File: src/rtl/crp16_cond_pkg.sv
// Shared definitions for the CRP16 condition unit: condition-code values,
// flag bit positions inside the packed {v,c,n,z} status word, and the evaluator.
package crp16_cond_pkg;

  localparam logic [3:0] COND_EQ = 4'h0;
  localparam logic [3:0] COND_NE = 4'h1;
  localparam logic [3:0] COND_CS = 4'h2;
  localparam logic [3:0] COND_CC = 4'h3;
  localparam logic [3:0] COND_MI = 4'h4;
  localparam logic [3:0] COND_PL = 4'h5;
  localparam logic [3:0] COND_VS = 4'h6;
  localparam logic [3:0] COND_VC = 4'h7;
  localparam logic [3:0] COND_HI = 4'h8;
  localparam logic [3:0] COND_LS = 4'h9;
  localparam logic [3:0] COND_GE = 4'hA;
  localparam logic [3:0] COND_LT = 4'hB;
  localparam logic [3:0] COND_GT = 4'hC;
  localparam logic [3:0] COND_LE = 4'hD;
  localparam logic [3:0] COND_AL = 4'hE;
  localparam logic [3:0] COND_NV = 4'hF;

  localparam int FLAG_V = 3;
  localparam int FLAG_C = 2;
  localparam int FLAG_N = 1;
  localparam int FLAG_Z = 0;

  // Every one of the 16 encodings yields a defined result, so no X can escape.
  function automatic logic cond_taken(input logic [3:0] sel, input logic [3:0] f);
    logic v, c, n, z;
    logic res;
    v = f[FLAG_V];
    c = f[FLAG_C];
    n = f[FLAG_N];
    z = f[FLAG_Z];
    res = 1'b0;
    case (sel)
      COND_EQ: res = z;
      COND_NE: res = ~z;
      COND_CS: res = c;
      COND_CC: res = ~c;
      COND_MI: res = n;
      COND_PL: res = ~n;
      COND_VS: res = v;
      COND_VC: res = ~v;
      COND_HI: res = c & ~z;
      COND_LS: res = ~c | z;
      COND_GE: res = (n == v);
      COND_LT: res = (n != v);
      COND_GT: res = ~z & (n == v);
      COND_LE: res = z | (n != v);
      COND_AL: res = 1'b1;
      default: res = 1'b0;
    endcase
    return res;
  endfunction

endpackage

File: src/rtl/crp16_cond_eval.sv
// Purely combinational condition evaluator: (cond_sel, flags) -> taken.
// Kept standalone so the predicated-execute stage can reuse it.
module crp16_cond_eval
  import crp16_cond_pkg::*;
(
  input  logic [3:0] cond_sel_i,
  input  logic [3:0] flags_i,
  output logic       taken_o
);

  always_comb begin
    taken_o = cond_taken(cond_sel_i, flags_i);
  end

endmodule

File: src/rtl/crp16_cond_unit.sv
// CRP16 condition unit: ALU flag status register plus a one-deep,
// valid/ready-handshaked branch condition result register.
module crp16_cond_unit
  import crp16_cond_pkg::*;
#(
  parameter logic [3:0] RESET_FLAGS = 4'b0000,
  parameter bit         FORWARD     = 1'b1
) (
  input  logic       clock,
  input  logic       reset,
  input  logic       flag_we,
  input  logic       v_in,
  input  logic       c_in,
  input  logic       n_in,
  input  logic       z_in,
  input  logic       flag_load,
  input  logic [3:0] flag_data,
  output logic [3:0] flags_out,
  input  logic       req_valid,
  output logic       req_ready,
  input  logic [3:0] cond_sel,
  output logic       resp_valid,
  input  logic       resp_ready,
  output logic       resp_taken
);

  logic [3:0] flags_q, flags_d;
  logic       resp_valid_q, resp_valid_d;
  logic       resp_taken_q, resp_taken_d;
  logic [3:0] eval_flags;
  logic       eval_taken;
  logic       accept;

  // Restore beats a live ALU update when both arrive together.
  always_comb begin
    flags_d = flags_q;
    if (flag_load) begin
      flags_d = flag_data;
    end else if (flag_we) begin
      flags_d = {v_in, c_in, n_in, z_in};
    end
  end

  generate
    if (FORWARD) begin : g_fwd
      assign eval_flags = flags_d;
    end else begin : g_reg
      assign eval_flags = flags_q;
    end
  endgenerate

  crp16_cond_eval u_eval (
    .cond_sel_i (cond_sel),
    .flags_i    (eval_flags),
    .taken_o    (eval_taken)
  );

  assign req_ready = ~resp_valid_q | resp_ready;
  assign accept    = req_valid & req_ready;

  always_comb begin
    resp_valid_d = resp_valid_q;
    resp_taken_d = resp_taken_q;
    if (accept) begin
      resp_valid_d = 1'b1;
      resp_taken_d = eval_taken;
    end else if (resp_ready) begin
      resp_valid_d = 1'b0;
    end
  end

  always_ff @(posedge clock or posedge reset) begin
    if (reset) begin
      flags_q      <= RESET_FLAGS;
      resp_valid_q <= 1'b0;
      resp_taken_q <= 1'b0;
    end else begin
      flags_q      <= flags_d;
      resp_valid_q <= resp_valid_d;
      resp_taken_q <= resp_taken_d;
    end
  end

  assign flags_out  = flags_q;
  assign resp_valid = resp_valid_q;
  assign resp_taken = resp_taken_q;

endmodule

File: config.mk
export PLATFORM = sky130hd
export DESIGN_NAME = crp16_cond_unit
export DESIGN_NICKNAME = d
export VERILOG_FILES = /design/src/rtl/crp16_cond_pkg.sv /design/src/rtl/crp16_cond_eval.sv /design/src/rtl/crp16_cond_unit.sv
export SDC_FILE = /design/constraint.sdc
export NUM_CORES = 1
export LEC_CHECK = 0
export BUFFER_PORTS_ARGS = -buffer_cell sky130_fd_sc_hd__buf_4
export CORE_AREA = 2 2 39 41
export DETAILED_ROUTE_END_ITERATION = 12
export DIE_AREA = 0 0 41 43
export PLACE_DENSITY = 0.7
export SYNTH_ARGS = -nofsm -noshare
export SYNTH_HDL_FRONTEND = slang
export SYNTH_SLANG_ARGS = --single-unit
File: constraint.sdc
create_clock -name clock -period 2.4 [get_ports clock]
set_clock_uncertainty 0.05 [all_clocks]
set_input_delay 0.36 -clock clock [delete_from_list [all_inputs] [get_ports clock]]
set_output_delay 0.36 -clock clock [all_outputs]
set_load 0.05 [all_outputs]
Word-level counts from Yosys, hierarchy flattened
Cells that the tools add are included.
{ "classes": {"bitwise": 11, "mux": 5, "n_eq_ne": 16, "n_reduce_logical": 2} }
{ "ops": {"columns": ["operator", "n"], "rows": [
  ["$eq 4x4->1 const B", 7],
  ["$eq 4x3->1 const B", 4],
  ["$pmux 1 s15", 1],
  ["$eq 4x2->1 const B", 2],
  ["$mux 4", 2],
  ["$not 1->1", 5],
  ["$eq 4x1->1 const B", 1],
  ["$logic_not 4->1", 1],
  ["$and 1x1->1", 3],
  ["$or 1x1->1", 3],
  ["$mux 1", 2],
  ["$reduce_bool 2->1", 1],
  ["$eq 1x1->1", 1],
  ["$ne 1x1->1", 1]
]} }
{ "word_totals": {"word_cells": 37, "output_inout_bits": 7, "ff_bits": 6, "input_bits": 18} }

Depth between registers and ports, before layout
{ "depth": {"word_depth": 5, "ltp_mapped": 7, "ltp_nobuf": 6} }

Cells and area by module
A second synthesis with hierarchy kept.
{ "unflattened": {"cells_unflattened": 52, "area_unflattened_um2": 473.0} }
{ "modules_own_cells": {"columns": ["module", "n_inst", "cells_each", "seq_area_each_um2", "area_per_inst_um2"], "rows": [
  ["crp16_cond_unit", 1, 24, 150.1, 279.0],
  ["crp16_cond_eval", 1, 28, 0.0, 193.9]
]} }

Least setup slack after synthesis
Ideal clock, no wire load.
{ "synth_timing": {"kind": "register -> register", "from": "reg resp_valid_q, in the netlist resp_valid", "to": "reg resp_taken_q, in the netlist resp_taken", "n_path_buf": 0, "period_less_slack_ns": 1.908, "arrival_time_ns": 1.732, "path_stages_with_launch": 7, "t_required_ns": 2.224, "path_slack_ns": 0.492, "cell_sequence": "dfrtp_1 nand2b_1 nand2_1 a41oi_1 nand2_1 o22ai_1 a221o_1"} }
{ "synth_between": {"elab_chain_len": 3} }
{ "synth_lines": {"columns": ["element", "line", "rtl"], "rows": [
  ["from (decl)", "crp16_cond_unit.sv:28", "logic resp_valid_q, resp_valid_d;"],
  ["from (signal assigned)", "crp16_cond_unit.sv:79", "resp_valid_q <= resp_valid_d;"],
  ["$not 1->1", "crp16_cond_unit.sv:58", "assign req_ready = ~resp_valid_q | resp_ready;"],
  ["$or 1x1->1", "crp16_cond_unit.sv:58", null],
  ["via req_ready", "crp16_cond_unit.sv:20", "output logic req_ready,"],
  ["$and 1x1->1", "crp16_cond_unit.sv:59", "assign accept = req_valid & req_ready;"],
  ["to (signal assigned)", "crp16_cond_unit.sv:80", "resp_taken_q <= resp_taken_d;"],
  ["to (decl)", "crp16_cond_unit.sv:29", "logic resp_taken_q, resp_taken_d;"]
]} }
The timed path passes the listed nets, and every way through them passes these cells.
A chain may end at the register's enable or synchronous reset.

Worst setup path in the final report
{ "layout_timing": {"from": "reg flags_q[0], in the netlist flags_out[0]", "to": "reg resp_taken_q, in the netlist resp_taken"} }
{ "layout_between": {"elab_chain_len": 5} }
{ "layout_lines": {"columns": ["element", "line", "rtl"], "rows": [
  ["from (decl)", "crp16_cond_unit.sv:27", "logic [3:0] flags_q, flags_d;"],
  ["from (signal assigned)", "crp16_cond_unit.sv:78", "flags_q <= flags_d;"],
  ["$mux 4 *", "crp16_cond_unit.sv:39", "end else if (flag_we) begin"],
  ["$mux 4 *", "crp16_cond_unit.sv:37", "if (flag_load) begin"],
  ["$not 1->1", "crp16_cond_pkg.sv:38, crp16_cond_pkg.sv:45, crp16_cond_pkg.sv:49", null],
  ["$and 1x1->1 (on tied branches)", "crp16_cond_pkg.sv:49, crp16_cond_pkg.sv:45", null],
  ["$pmux 1 s15 *", "crp16_cond_pkg.sv:36", "case (sel)"]
]} }
Every way passes the cells marked *; elsewhere a longest branch is shown, timed or not.

==> impl_metrics.env <==
export IMPL_outcome="finished, final reports clean"
export IMPL_tightest_slew_ns=0.325
export IMPL_critPathCaptureType="register"
export IMPL_die_width_um=41
export IMPL_grt_usage_pct=18.0
export IMPL_grt_most_used_layer="met2"
export IMPL_portBuffers=24
export IMPL_yosysWarnings=0
export IMPL_finalHoldWorstSlack_ns=0.269
export IMPL_min_path_type="in2reg"
export IMPL_leakage_nw=0.342
export IMPL_diodes=0
export IMPL_ir_drop_mv=0.303
export IMPL_clk_pin_slew_ns=0.05
export IMPL_dr_pass1_iters=4
export IMPL_arrival_ns=1.90
export IMPL_core_um2=1380
export IMPL_hold_path_depth=2
export IMPL_final_area_um2=731
export IMPL_cap_violations=0
export IMPL_place_area_um2=698
export IMPL_ios=25
export IMPL_met3_usage_pct=4.71
export IMPL_area_growth_pct=39.4
export IMPL_period_needed_ns=1.77
export IMPL_cts_max_level=1
export IMPL_clockRootBuffer="clkbuf_4"
export IMPL_crit_path_start_kind="register"
export IMPL_cts_resized=0
export IMPL_final_cell_mix="buf_4, nand2_1, dfrtp_1, inv_1, xnor2_1"
export IMPL_netlist_instances=61
export IMPL_synth_simple_area_share_pct=18.1
export IMPL_clock_path_buffers=2
export IMPL_drt_wl_total_um=1280
export IMPL_timing_setup_tns_ns=0
export IMPL_cp_max_fo=2
export IMPL_layout_area_seq_um2=150
export IMPL_grt_start_max_net_pins=13
export IMPL_antenna_found_initial=0
export IMPL_dieArea_um2=1760
export IMPL_syn_area_per_cell_um2=8.59
export IMPL_drive_above_1_share_pct=36.0
export IMPL_use_met1_pct=22.6
export IMPL_cts_tree="done"
export IMPL_avgViaCountPerCell=5.24
export IMPL_wire_per_inst_um=12.6
export IMPL_num_nets_final=106
export IMPL_synth_top_family_by_area="compound AO/OA/AOI/OAI gates"
export IMPL_synthAdderAreaFrac_pct=0
export IMPL_synth_compound_area_share_pct=24.6
export IMPL_place_congestion=0.731
export IMPL_grt_first_pass_wirelength_um=2050
export IMPL_fillers=145
export IMPL_met2_usage_pct=26.6
export IMPL_via_count=534
export IMPL_synth_seq_cells=6
export IMPL_layout_commonest_cell="buf_4"
export IMPL_clock_latency_ns=0.24
export IMPL_final_cell_count_no_fill=102
export IMPL_cts_buffers=3
export IMPL_postCtsSetupRepairBufs=0
export IMPL_multi_input_area_um2=329
export IMPL_syn_cell_area_um2=524
export IMPL_dp_final_hpwl_um=963
export IMPL_grt_pass1_vias=496
export IMPL_die_height_um=43
export IMPL_hold_violations=0
export IMPL_path_class="reg2reg"
export IMPL_p_per_area_nw_per_um2=519
export IMPL_fmax_mhz=564
export IMPL_drc=0
export IMPL_cts_hold_buf=1
export IMPL_slew_limit_headroom_pct=78.1
export IMPL_drtIter0Drc=5
export IMPL_finalSetupViolCount=0
export IMPL_rsz0062_at_grt="false"
export IMPL_overflow=0
export IMPL_dp_cells=98
export IMPL_slew_viol_final=0
export IMPL_period_share_pct=73.9
export IMPL_fin_util_pct=52.8
export IMPL_yosysSeqAreaShare_pct=28.6
export IMPL_clkSinkCount=6
export IMPL_synthMuxAreaShare_pct=11.7
export IMPL_synth_cell_type_count=25
export IMPL_ant_nets=0
export IMPL_synth_nets=79
export IMPL_reg2reg_depth=5
export IMPL_required_ns=2.53
export IMPL_rows=14
export IMPL_synth_xor_area_share_pct=8.35
export IMPL_initial_core_util_pct=37.9
critical path, stage by stage (launching register included):
cell and delay, ns:
dfrtp_1 0.37, mux2_4 0.29, o311ai_0 0.35, a31oi_1 0.14, a311oi_1 0.30, a221o_1 0.21
cells by family (layout without fill, tap and decap cells):
kind of cell    count (synthesis)  count (layout)
simple gates                   20              20
compound gates                 17              17
buf+inv                         8              33
flops                           6               6
xor+xnor                        5               5
mux                             5               5
state kept, by name, indices dropped and copies added (netlist names):
register and count:
resp_valid 1, resp_taken 1, flags_out 4
area by class of cell:
type	instances	share of cell area [%]
Multi-Input combinational cell	47	45.0
Timing Repair Buffer	25	26.0
Sequential cell	6	20.5
Clock buffer	3	3.08
Tap cell	16	2.74
Inverter	5	2.57
synth_stat cells:
master,instances,share of area (%)
o21ai_1,2,1.9
mux2i_1,2,3.8
mux2_2,1,2.1
mux2_4,2,5.7
nand2_1,9,6.4
buf_6,2,4.3
nor2_1,4,2.9
a41oi_1,1,1.7
a22oi_1,1,1.4
nand2b_1,2,2.4
a31oi_1,1,1.2
nor2b_1,2,2.4
o21ai_0,4,3.8
nand4b_1,1,1.7
xnor2_1,5,8.4
or3_1,2,2.4
a221o_1,1,1.9
inv_1,5,3.6
dfrtp_1,6,29
clkbuf_1,1,0.72
o21bai_4,1,3.6
o311ai_0,1,1.7
o22ai_1,2,2.4
a311oi_1,2,3.3
a32oi_1,1,1.7
path summary, 6_finish.rpt:
| check | start | endpoint | slack (ns) |
|---|---|---|---|
| max in group asynchronous | reset | flags_out[1]$_DFF_PP0_ | 1.58 |
| hold reg to reg | resp_valid$_DFFE_PP0P_ | resp_valid$_DFFE_PP0P_ | 0.50 |
| setup / recovery | flags_out[0]$_DFF_PP0_ | resp_taken$_DFFE_PP0P_ | 0.63 |
| hold / removal | req_valid | resp_valid$_DFFE_PP0P_ | 0.27 |
| setup reg to reg | flags_out[0]$_DFF_PP0_ | resp_taken$_DFFE_PP0P_ | 0.63 |
| min in group asynchronous | reset | flags_out[0]$_DFF_PP0_ | 0.53 |
metal layers:
layer	vias to the layer above	part of all wire, %
met5	-	0
met4	0	0.62
met3	2	7.2
met2	19	48
met1	245	44
li1	268	-
through the flow:
stage                     total power, mW  worst slack, ns
after floorplan                     0.231            0.492
after global placement              0.286            0.547
after detailed placement            0.286            0.524
after CTS                           0.385            0.603
after global routing                0.404            0.480
final                               0.379            0.626
power by group:
| part | leakage, nW | switching (mW) | internal (mW) |
|---|---|---|---|
| registers | 0.0703 | 0.00746 | 0.113 |
| clock network | 0.0138 | 0.0359 | 0.0565 |
| logic | 0.258 | 0.0969 | 0.0699 |
| total | 0.342 | 0.140 | 0.239 |
Note: power is estimated with default switching activity, not from simulation.
